<file path="src/rtl/free_list_pkg.sv">
// rtl/free_list_pkg.sv - shared sizes, tag types and lane-ordering helpers for the free list
package free_list_pkg;

  localparam int NUM_PHYS_REG = 64;
  localparam int NUM_ARCH_REG = 32;
  localparam int SS_SIZE      = 2;
  localparam int FL_SIZE      = NUM_PHYS_REG - NUM_ARCH_REG;

  localparam int PREG_IDX_W = $clog2(NUM_PHYS_REG);
  localparam int FL_IDX_W   = $clog2(FL_SIZE);
  localparam int FL_CNT_W   = FL_IDX_W + 1;
  localparam int LANE_CNT_W = $clog2(SS_SIZE + 1);

  // PHYS_REG carries the ready bit in its MSB above the register index.
  typedef logic [PREG_IDX_W:0]   PHYS_REG;
  typedef logic [PREG_IDX_W-1:0] preg_idx_t;
  typedef logic [FL_IDX_W-1:0]   FL_IDX_T;
  typedef logic [FL_CNT_W-1:0]   fl_cnt_t;
  typedef logic [LANE_CNT_W-1:0] lane_cnt_t;

  localparam PHYS_REG DUMMY_REG = '1;

  function automatic lane_cnt_t bit_count(input logic [SS_SIZE-1:0] v);
    lane_cnt_t r;
    r = '0;
    for (int j = 0; j < SS_SIZE; j++) begin
      r = r + lane_cnt_t'(v[j]);
    end
    return r;
  endfunction

  // Rank of a lane among the set lanes older than it (lane SS_SIZE-1 is oldest).
  function automatic lane_cnt_t prefix_rank(input logic [SS_SIZE-1:0] v, input int lane);
    lane_cnt_t r;
    r = '0;
    for (int j = SS_SIZE - 1; j > lane; j--) begin
      r = r + lane_cnt_t'(v[j]);
    end
    return r;
  endfunction

endpackage

</file>
<file path="src/rtl/free_list_if.sv">
// rtl/free_list_if.sv - dispatch/retire bundle between the pipeline and the free list
interface free_list_if;
  import free_list_pkg::*;

  logic                         enable;
  logic                         branch_not_taken;
  logic    [SS_SIZE-1:0]        dispatch_en;
  logic    [SS_SIZE-1:0]        dest_valid;
  logic    [SS_SIZE-1:0]        retire_free_en;
  PHYS_REG [SS_SIZE-1:0]        retire_T_old;
  PHYS_REG [SS_SIZE-1:0]        T_new_out;
  logic    [SS_SIZE-1:0]        T_new_valid;
  logic    [FL_CNT_W-1:0]       free_count;
  logic                         empty;

  modport master (
    output enable, branch_not_taken, dispatch_en, dest_valid, retire_free_en, retire_T_old,
    input  T_new_out, T_new_valid, free_count, empty
  );

  modport slave (
    input  enable, branch_not_taken, dispatch_en, dest_valid, retire_free_en, retire_T_old,
    output T_new_out, T_new_valid, free_count, empty
  );

endinterface

</file>
<file path="src/rtl/free_list.sv">
// rtl/free_list.sv - circular physical-tag free list with one-cycle flush to committed state
module free_list
  import free_list_pkg::*;
(
  input  logic         clock,
  input  logic         reset,
  free_list_if.slave   fl
);

  preg_idx_t entry_q [FL_SIZE];
  FL_IDX_T   head_q, head_d;
  FL_IDX_T   arch_head_q, arch_head_d;
  FL_IDX_T   tail_q, tail_d;
  fl_cnt_t   count_q, count_d;

  logic [SS_SIZE-1:0] req;
  logic [SS_SIZE-1:0] grant;
  logic [SS_SIZE-1:0] push;
  lane_cnt_t          n_grant;
  lane_cnt_t          n_push;
  lane_cnt_t          req_rank  [SS_SIZE];
  FL_IDX_T            alloc_idx [SS_SIZE];
  FL_IDX_T            push_idx  [SS_SIZE];

  logic unused_ready_bits;

  always_comb begin
    unused_ready_bits = 1'b0;
    for (int l = 0; l < SS_SIZE; l++) begin
      unused_ready_bits = unused_ready_bits ^ fl.retire_T_old[l][PREG_IDX_W];
    end
  end

  // Requests are ranked oldest-first; since ranks are dense, k < count keeps grants in order.
  always_comb begin
    req  = {SS_SIZE{fl.enable & ~fl.branch_not_taken & ~reset}} & fl.dispatch_en & fl.dest_valid;
    push = {SS_SIZE{fl.enable}} & fl.retire_free_en;
    grant           = '0;
    fl.T_new_valid  = '0;
    fl.T_new_out    = {SS_SIZE{DUMMY_REG}};
    for (int l = 0; l < SS_SIZE; l++) begin
      req_rank[l]  = prefix_rank(req, l);
      alloc_idx[l] = head_q + FL_IDX_T'(req_rank[l]);
      push_idx[l]  = tail_q + FL_IDX_T'(prefix_rank(push, l));
      grant[l]     = req[l] && (fl_cnt_t'(req_rank[l]) < count_q);
      if (grant[l]) begin
        fl.T_new_valid[l] = 1'b1;
        fl.T_new_out[l]   = {1'b0, entry_q[alloc_idx[l]]};
      end
    end
    n_grant = bit_count(grant);
    n_push  = bit_count(push);
  end

  // A flush rewinds head to the committed head; same-cycle retires still advance it.
  always_comb begin
    tail_d      = tail_q + FL_IDX_T'(n_push);
    arch_head_d = arch_head_q + FL_IDX_T'(n_push);
    if (fl.branch_not_taken) begin
      head_d  = arch_head_d;
      count_d = fl_cnt_t'(FL_SIZE);
    end else begin
      head_d  = head_q + FL_IDX_T'(n_grant);
      count_d = count_q - fl_cnt_t'(n_grant) + fl_cnt_t'(n_push);
    end
  end

  always_ff @(posedge clock) begin
    if (reset) begin
      for (int i = 0; i < FL_SIZE; i++) begin
        entry_q[i] <= preg_idx_t'(NUM_ARCH_REG + i);
      end
      head_q      <= '0;
      arch_head_q <= '0;
      tail_q      <= '0;
      count_q     <= fl_cnt_t'(FL_SIZE);
    end else begin
      for (int l = 0; l < SS_SIZE; l++) begin
        if (push[l]) begin
          entry_q[push_idx[l]] <= fl.retire_T_old[l][PREG_IDX_W-1:0];
        end
      end
      head_q      <= head_d;
      arch_head_q <= arch_head_d;
      tail_q      <= tail_d;
      count_q     <= count_d;
    end
  end

  always_ff @(posedge clock) begin
    if (!reset && !fl.branch_not_taken) begin
      assert (int'(count_q) + int'(n_push) - int'(n_grant) <= FL_SIZE);
    end
  end

  assign fl.free_count = count_q;
  assign fl.empty      = (count_q == '0);

endmodule

</file>
<file path="src/flat_wrapper.sv">
// flat-port wrapper written by rule: the top's interface ports become plain ports
module free_list_flat import free_list_pkg::*;
  (clock, reset, fl_enable, fl_branch_not_taken, fl_dispatch_en, fl_dest_valid, fl_retire_free_en, fl_retire_T_old, fl_T_new_out, fl_T_new_valid, fl_free_count, fl_empty);
  free_list_if fl_i ();
  input  logic clock;
  input  logic reset;
  input wire logic [$bits(fl_i.enable)-1:0] fl_enable;
  input wire logic [$bits(fl_i.branch_not_taken)-1:0] fl_branch_not_taken;
  input wire logic [$bits(fl_i.dispatch_en)-1:0] fl_dispatch_en;
  input wire logic [$bits(fl_i.dest_valid)-1:0] fl_dest_valid;
  input wire logic [$bits(fl_i.retire_free_en)-1:0] fl_retire_free_en;
  input wire logic [$bits(fl_i.retire_T_old)-1:0] fl_retire_T_old;
  output wire logic [$bits(fl_i.T_new_out)-1:0] fl_T_new_out;
  output wire logic [$bits(fl_i.T_new_valid)-1:0] fl_T_new_valid;
  output wire logic [$bits(fl_i.free_count)-1:0] fl_free_count;
  output wire logic [$bits(fl_i.empty)-1:0] fl_empty;
  assign fl_i.enable = fl_enable;
  assign fl_i.branch_not_taken = fl_branch_not_taken;
  assign fl_i.dispatch_en = fl_dispatch_en;
  assign fl_i.dest_valid = fl_dest_valid;
  assign fl_i.retire_free_en = fl_retire_free_en;
  assign fl_i.retire_T_old = fl_retire_T_old;
  assign fl_T_new_out = fl_i.T_new_out;
  assign fl_T_new_valid = fl_i.T_new_valid;
  assign fl_free_count = fl_i.free_count;
  assign fl_empty = fl_i.empty;
  free_list u_core (.clock(clock), .reset(reset), .fl(fl_i));
endmodule
</file>
<file path="config.mk">
export PLATFORM = sky130hd
export DESIGN_NAME = free_list_flat
export DESIGN_NICKNAME = d
export VERILOG_FILES = /design/src/rtl/free_list_pkg.sv /design/src/rtl/free_list_if.sv /design/src/rtl/free_list.sv /design/src/flat_wrapper.sv
export SDC_FILE = /design/constraint.sdc
export NUM_CORES = 1
export LEC_CHECK = 0
export ABC_AREA = 1
export CORE_ASPECT_RATIO = 0.7
export CORE_MARGIN = 5
export CORE_UTILIZATION = 50
export DETAILED_ROUTE_END_ITERATION = 16
export GPL_TIMING_DRIVEN = 0
export PLACE_DENSITY = 0.68
export SYNTH_ARGS = -nofsm -noshare
export SYNTH_HDL_FRONTEND = slang
export SYNTH_SLANG_ARGS = --single-unit
</file>
<file path="constraint.sdc">
create_clock -name clock -period 3.7 [get_ports clock]
set_clock_uncertainty 0.15 [all_clocks]
set_input_delay 0.925 -clock clock [delete_from_list [all_inputs] [get_ports clock]]
set_output_delay 0.925 -clock clock [all_outputs]
set_load 0.02 [all_outputs]
</file>
==> impl_metrics.tcl <==
set metrics [dict create \
    outcome "finished with violations" \
    violations "negative setup slack" \
    synth_top_area_share_pct 38.4 \
    antenna_found_initial 2 \
    grt_pass1_wl_mm 97.7 \
    critPathMaxStageDelay_ps 220 \
    io_pins 47 \
    die_h_um 155 \
    avgRoutedWirePerCell_um 25.8 \
    synthCells 2194 \
    die_area_um2 33700 \
    leakage_nw 8.14 \
    combPwrFrac_pct 28.8 \
    gp_congestion 1.11 \
    multi_input_area_um2 7630 \
    num_rows 53 \
    report.final.hold_viol_count 0 \
    relSlewSlack_pct 10.6 \
    max_cap_violations 0 \
    place_hpwl_mm 50.6 \
    synth.yosys.seq_area_share_pct 41.2 \
    drc_errors 0 \
    crit_path_start_kind "input pin" \
    gr-usage-met3_pct 15.5 \
    hold_slack_ps 340 \
    report.power.total_mw 7.00 \
    syn_to_final_growth_pct 20.9 \
    tightest_slew_ps 1340 \
    synth-warning-count 0 \
    nFillCells 2748 \
    grt_start_max_net_pins 15 \
    rsz0062_at_grt "true" \
    internal_power_mw 4.57 \
    track_usage_pct 39.5 \
    synth_area_leaders "edfxtp_1 (38%), nand2_1 (16%), nand3_1 (12%)" \
    ctsHoldBuffers 0 \
    grtUsageMet1_pct 55.8 \
    grt_overflow_total 0 \
    p_clk_share_pct 32.4 \
    clock.fmax_mhz 249 \
    cp-end-kind "output pin" \
    worstSetupPathType "input pin to output pin" \
    crit_fanout 10 \
    crit_slowest_cell "ha_4" \
    synth_area_um2 15000 \
    min_period_over_period_pct 108 \
    cts_tree "done" \
    grt-busiest-layer "met1" \
    post-place-ws_ps -1750 \
    clk_latency_ps 560 \
    switchingPower_mw 2.43 \
    cp_cell_sequence "buf_8, inv_6, nand2_4, nor2_4, nand3_2, inv_2, ha_4, ha_4, buf_6, clkbuf_8, nand3_1, nand3_1, nand3_2, nand2_2, nand2_2, nand3_2, buf_6" \
    hold_path.class "register to register" \
    htreeDepth 1 \
    cts_buffers 23 \
    cts_sinks 213 \
    p_per_area_nw_per_um2 385 \
    final-max-slew-violation-count 0 \
    drive_gt1_share_pct 12.9 \
    grt_pass1_vias 15042 \
    crit_family "simple AND/OR/NAND/NOR gates" \
    start_util_pct 50.3 \
    die_w_um 217 \
    clock_path_buffers 3 \
    switching_share_pct 34.8 \
    drt_iter0_drc 3132 \
    num_vias 16647 \
    firstDrtPassIters 7 \
    setup_violations 6 \
    path_clk_slew_ps 60 \
    diodes 0 \
    cp_common_cell "nand3_2" \
    seqPwrFrac_pct 38.8 \
    fin_nets 2348 \
    ant_nets 0 \
    required_ps 2620 \
    yosys.area.top_type "edfxtp_1" \
    period_minus_slack_ps 4010 \
    via_per_inst 6.17 \
    io_buffers 37 \
    grt_util_met2_pct 53.6 \
    cp_data_arrival_time_ps 2930 \
    crit_buf_inv 6 \
    avgSynthCellArea_um2 6.85 \
    ir_worst_vdd_mv 0.324 \
    fin_ws_ps -309 \
    routed_wl_mm 69.5 \
    core-area_um2 29800 \
    ys_types 34 \
    regArea_um2 6200 \
    cts-root-buf "clkbuf_16" \
    ys_seq_elements 213 \
    syn_nets 2243 \
]
[cell type report]
class,instances,area share [%]
repair inverters,1,0.0896
clock buffers,26,3.23
repair buffers,81,5.24
inverters,316,6.76
clock inverters,15,0.634
well taps,385,2.65
flip-flops and latches,213,34.1
multi-input cells,1540,42.0
plain buffers,123,5.26
[per-stage QoR]
| stage | cell area, um2 | instances | setup TNS [ps] | util, % |
|---|---|---|---|---|
| final | 18200 | 2700 | -1510 | 60.9 |
| after global routing | 18200 | 2700 | -1720 | 60.9 |
| after CTS | 17500 | 2677 | -1390 | 58.8 |
| after detailed placement | 16100 | 2619 | -177330 | 53.8 |
| after global placement | 16000 | 2616 | -290170 | 53.6 |
| after floorplan | 15200 | 2194 | -2.51 | - |
[power by group through the flow]
stage               combinational, mW  clock [mW]  sequential, mW
finish                           2.02        2.27            2.71
global route                     2.08        2.36            2.72
CTS                              1.76        2.26            2.71
detailed placement               1.54           0            2.76
global placement                 1.52           0            2.76
floorplan                       0.931           0            2.76
[final timing paths]
path / to / startpoint / slack [ps] / depth (start not counted)
min reg2reg: u_core.arch_head_q[4] / u_core.arch_head_q[4] / 340 / 2
max: fl_T_new_out[3] / fl_branch_not_taken / -310 / 17
min: u_core.arch_head_q[4] / u_core.arch_head_q[4] / 340 / 2
max reg2reg: u_core.fl.free_count[4] / u_core.fl.free_count[2] / 240 / 16
[sequential cells by signal, summed over array words and instances, names as in the netlist]
| name | cells |
|---|---|
| u_core.arch_head_q | 5 |
| u_core.entry_q | 192 |
| u_core.fl.free_count | 6 |
| u_core.head_q | 5 |
| u_core.tail_q | 5 |
[timing repair]
item	in CTS	in global routing
setup endpoints to repair	132	52
gates cloned	3	10
pin swaps	22	24
gates resized for setup	228	96
setup buffers	14	15
[synthesized netlist by cell type, drive strengths merged]
library cell / instances
xor2: 11
nand3b: 1
nand2: 637
fa: 5
nor2: 291
a21oi: 68
xnor2: 1
buf: 32
o211ai: 12
a22oi: 35
nand4: 1
a21o: 1
clkbuf: 93
o22a: 1
edfxtp: 192
ha: 20
dfxtp: 21
o22ai: 80
nand3: 359
clkinv: 4
o21ai: 12
inv: 312
nor3: 5
[cell usage in the layout (no fill, tap or decap), types with 3 or more instances in the layout]
cell             synthesis  layout
nand2_1                628     612
nand3_1                359     311
inv_1                  296     292
nor2_1                 277     274
edfxtp_1               192     192
o22ai_1                 80      80
a21oi_1                 68      67
nand3_2                  0      46
clkbuf_1                93      40
a22oi_1                 35      35
clkbuf_16                0      35
buf_4                    1      31
nand2_2                  9      22
clkbuf_2                 0      22
clkdlybuf4s50_1          0      20
ha_1                    20      18
dfxtp_1                 21      18
inv_2                   15      17
buf_6                    0      16
o211ai_1                12      12
buf_12                   0      12
clkbuf_4                 0      11
nor2_2                  10      11
buf_8                    0      10
buf_2                   11      10
o21ai_0                 10      10
buf_1                   20       8
clkbuf_8                 0       7
nor2_4                   4       6
clkinv_1                 4       6
clkinv_2                 0       6
xor2_2                   1       5
fa_1                     5       5
xor2_1                  10       4
dlygate4sd2_1            0       4
nand2_4                  0       3
nor3_4                   0       3
dfxtp_4                  0       3
[tightest hold or removal path, delay by kind of cell, from the launching register on]
family	cells	cell delay, ps
flip-flops	1	300
AO/OA/AOI/OAI	1	80
buffers and inverters	1	60
[metal layers]
metal / vias up / share of wire [%]
met1: 7585 / 38
met3: 294 / 18
met2: 1421 / 38
met4: 2 / 5.9
met5: - / 0.029
li1: 7345 / -
[kinds of logic (layout without fill, tap and decap cells)]
kind of cell | Yosys count | count (layout) | share of synthesized area, %
and+or+nand+nor | 1294 | 1294 | 36.1
buffers and inverters | 441 | 562 | 11.2
DFF | 213 | 213 | 41.2
AOI/OAI and AO/OA | 209 | 209 | 8.53
adders and majority gates | 25 | 25 | 2.33
xor gates and xnor gates | 12 | 12 | 0.750
Power figures use the tool's default switching activity.
